<file path="config.mk">
export PLATFORM = sky130hd
export DESIGN_NAME = fetch_unit
export DESIGN_NICKNAME = d
export VERILOG_FILES = /design/src/rtl/rv32_pkg.sv /design/src/rtl/fetch_buf.sv /design/src/rtl/fetch_unit.sv
export SDC_FILE = /design/constraint.sdc
export NUM_CORES = 1
export LEC_CHECK = 0
export CAP_MARGIN = 20
export CORE_MARGIN = 3
export CORE_UTILIZATION = 52
export CTS_CLUSTER_DIAMETER = 50
export CTS_CLUSTER_SIZE = 25
export DETAILED_ROUTE_END_ITERATION = 8
export PLACE_DENSITY = 0.87
export SLEW_MARGIN = 20
export SYNTH_ARGS = -nofsm -noshare
export SYNTH_HDL_FRONTEND = slang
export SYNTH_HIERARCHICAL = 1
export SYNTH_SLANG_ARGS = --single-unit
export TNS_END_PERCENT = 20
</file>
<file path="constraint.sdc">
create_clock -name clk -period 11.6 [get_ports clk]
set_input_delay 2.32 -clock clk [delete_from_list [all_inputs] [get_ports clk]]
set_output_delay 2.32 -clock clk [all_outputs]
set_load 0.01 [all_outputs]
</file>
<file path="src/rtl/rv32_pkg.sv">
// Shared RV32 definitions: data width, canonical NOP encoding and the
// fetch FSM state type.
package rv32_pkg;

  localparam int unsigned XLEN = 32;

  // addi x0, x0, 0
  localparam logic [XLEN-1:0] NOP_INSN = 32'h0000_0013;

  // IDLE: nothing outstanding; WAIT: awaiting ack to keep;
  // DROP: awaiting ack whose data is thrown away after a redirect.
  typedef enum logic [1:0] {
    IDLE = 2'd0,
    WAIT = 2'd1,
    DROP = 2'd2
  } fetch_state_e;

endpackage

</file>
<file path="src/rtl/fetch_buf.sv">
// Synchronous instruction FIFO with push/pop/flush and a combinational head.
// DEPTH must be a power of two so the pointers wrap naturally.
module fetch_buf #(
  parameter int unsigned DEPTH = 2,
  parameter int unsigned WIDTH = 64
) (
  input  logic                     clk,
  input  logic                     rst,
  input  logic                     push,
  input  logic                     pop,
  input  logic                     flush,
  input  logic [WIDTH-1:0]         data,
  output logic [WIDTH-1:0]         head,
  output logic                     full,
  output logic                     empty,
  output logic [$clog2(DEPTH):0]   count
);

  localparam int unsigned AW = $clog2(DEPTH);
  localparam int unsigned CW = AW + 1;

  logic [WIDTH-1:0] mem [DEPTH];
  logic [AW-1:0]    wr_ptr;
  logic [AW-1:0]    rd_ptr;
  logic             do_push;
  logic             do_pop;

  assign full    = (count == CW'(DEPTH));
  assign empty   = (count == '0);
  assign head    = mem[rd_ptr];
  assign do_pop  = pop && !empty;
  // A push into a full buffer is only accepted when the head leaves the same cycle.
  assign do_push = push && (!full || do_pop);

  // Storage write; contents need no reset since count gates visibility.
  always_ff @(posedge clk) begin
    if (do_push && !flush && !rst) begin
      mem[wr_ptr] <= data;
    end
  end

  // Pointer and occupancy tracking; flush empties the buffer in one edge.
  always_ff @(posedge clk) begin
    if (rst || flush) begin
      wr_ptr <= '0;
      rd_ptr <= '0;
      count  <= '0;
    end else begin
      if (do_push) wr_ptr <= wr_ptr + AW'(1);
      if (do_pop)  rd_ptr <= rd_ptr + AW'(1);
      case ({do_push, do_pop})
        2'b10:   count <= count + CW'(1);
        2'b01:   count <= count - CW'(1);
        default: count <= count;
      endcase
    end
  end

endmodule

</file>
<file path="src/rtl/fetch_unit.sv">
// Instruction fetch unit: single-outstanding memory requests feeding a small
// instruction buffer towards decode, with redirect/flush handling.
// Optional feature macro: FETCH_MISALIGN_CHK_EN (sticky misaligned-target flag
// that blocks fetching until an aligned redirect arrives).
module fetch_unit
  import rv32_pkg::*;
#(
  parameter logic [31:0] RESET_PC  = 32'h0000_0000,
  parameter int unsigned BUF_DEPTH = 2
) (
  input  logic        clk,
  input  logic        rst,
  output logic        imem_req,
  output logic [31:0] imem_addr,
  input  logic        imem_ack,
  input  logic [31:0] imem_rdata,
  input  logic        stall,
  input  logic        redirect,
  input  logic [31:0] redirect_pc,
  output logic [31:0] ins_dec_in,
  output logic [31:0] ins_pc,
  output logic        ins_valid,
  output logic        fetch_misalign
);

  localparam int unsigned CW = $clog2(BUF_DEPTH) + 1;

  fetch_state_e      state;
  fetch_state_e      state_nxt;
  logic [XLEN-1:0]   pc;
  logic [XLEN-1:0]   req_pc;
  logic [XLEN-1:0]   tgt_pc;
  logic              can_issue;
  logic              push;
  logic              pop;
  logic              blocked;
  logic              buf_full;
  logic              buf_empty;
  logic [CW-1:0]     buf_count;
  logic [2*XLEN-1:0] buf_head;

  // Fetch addresses are always kept word aligned.
  assign tgt_pc = redirect_pc & ~XLEN'(3);

`ifdef FETCH_MISALIGN_CHK_EN
  logic misalign_q;

  // Sticky flag: updated on every redirect from the target's low bits.
  always_ff @(posedge clk) begin
    if (rst) begin
      misalign_q <= 1'b0;
    end else if (redirect) begin
      misalign_q <= |redirect_pc[1:0];
    end
  end

  assign blocked        = misalign_q;
  assign fetch_misalign = misalign_q;
`else
  assign blocked        = 1'b0;
  assign fetch_misalign = 1'b0;
`endif

  // In IDLE nothing is outstanding, so occupancy is just the buffer count.
  // A redirect cycle never issues: the new PC only becomes valid at the edge.
  assign can_issue = !rst && !redirect && !blocked && (buf_count < CW'(BUF_DEPTH));

  assign pop = !buf_empty && !stall && !redirect;

  // Fetch FSM state register.
  always_ff @(posedge clk) begin
    if (rst) begin
      state <= IDLE;
    end else begin
      state <= state_nxt;
    end
  end

  // Next-state, request and push decode.
  always_comb begin
    state_nxt = state;
    imem_req  = 1'b0;
    push      = 1'b0;
    case (state)
      IDLE: begin
        if (can_issue) begin
          imem_req  = 1'b1;
          state_nxt = WAIT;
        end
      end
      WAIT: begin
        if (imem_ack) begin
          state_nxt = IDLE;
          push      = !redirect && (!buf_full || pop);
        end else if (redirect) begin
          state_nxt = DROP;
        end
      end
      DROP: begin
        if (imem_ack) state_nxt = IDLE;
      end
      default: state_nxt = IDLE;
    endcase
  end

  // Fetch PC and the PC of the request in flight.
  always_ff @(posedge clk) begin
    if (rst) begin
      pc     <= RESET_PC;
      req_pc <= RESET_PC;
    end else if (redirect) begin
      pc <= tgt_pc;
    end else if (imem_req) begin
      req_pc <= pc;
      pc     <= pc + 32'd4;
    end
  end

  assign imem_addr = pc;

  fetch_buf #(
    .DEPTH (BUF_DEPTH),
    .WIDTH (2 * XLEN)
  ) u_buf (
    .clk   (clk),
    .rst   (rst),
    .push  (push),
    .pop   (pop),
    .flush (redirect),
    .data  ({req_pc, imem_rdata}),
    .head  (buf_head),
    .full  (buf_full),
    .empty (buf_empty),
    .count (buf_count)
  );

  assign ins_valid  = !buf_empty;
  assign ins_dec_in = buf_empty ? NOP_INSN : buf_head[XLEN-1:0];
  assign ins_pc     = buf_empty ? '0 : buf_head[2*XLEN-1:XLEN];

endmodule

</file>
==> key figures <==
Run status
  – Outcome: finished clean

CTS
  – Reg clk slew, reported paths: 0.07 ns
  – Latest clock arrival within the worst-skew pair: 0.42 ns
  – CTS tree: built
  – CTS Buffer Depth: 2
  – CTS Sinks: 195
  – CTS resizes: 0
  – Hold-fix buffers, CTS: 0
  – CTS buffer count: 17
  – Root Buffer: clkbuf_16
  – Post-CTS Setup Bufs: 0
  – H-tree depth: 4

Global routing
  – Number of global-route vias before repair: 5472
  – Initial antenna violation count: 0
  – Largest net degree at the start of global routing: 74
  – Overall Global Routing Usage: 0.196
  – First-pass GRT wire length: 27.9 mm
  – Gr ovfl total: 0

Routing
  – Via count: 5703
  – Vias/cell: 5.44
  – Routed Antenna Nets: 0
  – WL per Instance: 16.4 µm
  – DRT Pass-1 Iters: 7
  – Drt drc: 0
  – DRT iter0 DRCs: 357
  – Drt total wl: 17.2 mm

Min path
  – Hold_sp: req_pc[27]$_SDFFE_PP0P_
  – Min-delay worst type: flop to flop

Timing
  – Final worst setup slack: 4.75 ns
  – Final Setup Violations: 0
  – Worst Skew: 0.00765 ns
  – Tcrit/Tclk final: 0.591
  – Max Fclk: 146 MHz
  – Worst Tran Pin Value: 0.915 ns
  – Pins Over Slew Limit: 0
  – RSZ-0062 raised after global routing: false
  – Hold Fails Final Rpt: 0
  – Relative slew slack: 0.384
  – Final Critical Period: 6.85 ns
  – Setup TNS: 0 ns

Power and ir drop
  – P per Cell Area: 131 mW/mm²
  – Leak: 3.71 nW
  – Peak supply drop: 0.112 mV

Place
  – Post-DP HPWL: 10.9 mm
  – Placer congestion estimate: 0.859
  – # port buffers: 162
  – Pre-CTS setup slack: 4.77 ns

Floorplanning
  – Die area: 0.0178 mm²
  – Core Box Area: 0.0155 mm²
  – FP Rows: 45
  – Ports: 168
  – Die height: 133 µm
  – Die width: 133 µm
  – Starting density of the core: 0.542

Logic synthesis
  – Synth top cells by count: edfxtp_1, nand2_1, nor2b_1, dfxtp_1, mux2_2
  – Syn Std Cell Area: 0.00843 mm²
  – Synth cell types: 55
  – Most frequent cell after synthesis: edfxtp_1
  – Cell taking the most area after synthesis: edfxtp_1
  – Most used DFF post-synth: edfxtp_1
  – Post-synthesis cell count: 675
  – Mean Syn Cell Area: 12.5 µm²
  – Post-synth EDFFs: 128
  – Yosys reg bits: 195
  – Post-synth top area share: 0.456
  – Asr flop ratio synth: 0
  – Register area share after synthesis: 0.615
  – Ranking of synthesized cells by area: edfxtp_1, dfxtp_1, mux2_2, nor2b_1, nand2_1
  – Ys Warns: 6

Cells and area
  – Multi-input gate area in the final layout: 0.00300 mm²
  – Storage element area: 0.00519 mm²
  – Area delta synth->final: 26.9%
  – # nets final: 895
  – Antenna Cells: 0
  – Fill cell count: 1091
  – Fraction of layout cells with a size suffix above 1: 0.143

Setup path
  – Critical Path AT: 4.53 ns
  – Crit path launch: redirect
  – Reg-to-Reg Start: u_buf/count[1]$_SDFFE_PP0P_
  – Crit path required time: 9.28 ns
  – Startpoint Class: primary input
  – Kind of end point of the critical path: output port
  – Setup CP Type: primary input to output port
  – CP Max Fanout: 60

Job
  – Max-cap violation count: 0
==> per-stage QoR <==
| stage | hold WS (ns) | cell area (µm²) | total power, mW | std cells | util |
|---|---|---|---|---|---|
| detailed placement | 0.441 | 10100 | 0.875 | 1017 | 0.653 |
| global placement | 0.434 | 10100 | 0.872 | 1017 | 0.653 |
| CTS | 0.460 | 10700 | 1.41 | 1049 | 0.688 |
| global route | 0.467 | 10700 | 1.45 | 1049 | 0.688 |
| finish | 0.460 | 10700 | 1.40 | 1049 | 0.688 |
| floorplan | 0.425 | 8450 | 0.823 | 681 | - |
==> routing by layer <==
layer,GRT usage,vias to the layer above,share of wire
li1,-,2733,-
met1,0.284,2705,0.46
met2,0.295,246,0.45
met3,0.0446,19,0.071
met4,0.0674,0,0.012
met5,0,-,0
==> kinds of logic after synthesis <==
| logic type | Yosys count | synth area share |
|---|---|---|
| other | 1 | 0.000445 |
| AND/OR/NAND/NOR | 274 | 0.184 |
| multiplexers | 72 | 0.0962 |
| adder cells (fa/ha/maj) | 1 | 0.00148 |
| XOR/XNOR | 24 | 0.0249 |
| buffers and inverters | 50 | 0.0331 |
| AO/OA/AOI/OAI | 58 | 0.0444 |
| flip-flops | 195 | 0.615 |
==> report_power, final <==
group / switching (mW) / internal [mW] / total (mW)
sequential: 0.0179 / 0.751 / 0.769
clock: 0.259 / 0.280 / 0.539
combinational: 0.0401 / 0.0517 / 0.0917
==> worst max-delay path: stages <==
cell,delay (ns)
buf_2,0.09
buf_4,0.30
or2_1,0.32
or4_2,0.61
clkinv_4,0.25
clkdlybuf4s50_1,0.60
==> area by class of cell <==
cell class | instances | share of cell area
clock buffers | 17 | 0.0398
repair buffers | 169 | 0.156
multi-input cells | 436 | 0.281
inverters | 6 | 0.00257
flip-flops and latches | 195 | 0.485
clock inverters | 15 | 0.0119
well taps | 211 | 0.0247
==> worst paths after layout <==
check	to	slack, ns	depth (start not counted)
max	imem_req	4.75	6
min reg2reg	u_buf/mem[0][59]$_DFFE_PP_	0.46	0
max reg2reg	u_buf/mem[1][32]$_DFFE_PP_	8.30	7
min	u_buf/mem[0][59]$_DFFE_PP_	0.46	0
==> layout by cell type, fill, tap and decap left out, types with 2 or more instances in the layout <==
master	count
mux2_2	64
nand2_1	79
clkinv_2	2
o22ai_1	13
a31oi_1	5
nand4_1	19
and4_1	2
clkbuf_16	17
or2_2	3
buf_2	2
nand3b_1	31
buf_4	7
edfxtp_1	128
nor2_1	13
nand3_1	6
nor4_1	3
xnor2_1	9
clkinv_1	2
nor3_1	13
and2_1	4
inv_8	3
or3_1	2
dfxtp_1	66
mux2_4	2
conb_1	7
nor4_4	2
a21oi_1	12
clkdlybuf4s50_1	160
inv_1	5
nor2b_1	77
a22oi_1	8
o21ai_0	8
nand2b_1	3
mux2i_1	6
xor2_1	15
a211oi_1	2
a2bb2oi_1	2
inv_6	2
clkinv_4	5
and3_1	6
==> flip-flops by register name, summed over array words and instances (netlist names), named ones only <==
register      count
u_buf/wr_ptr      1
u_buf/rd_ptr      1
state             2
u_buf/mem       128
req_pc           30
imem_addr        30
u_buf/count       2
Note: power is estimated with default switching activity, not from simulation.
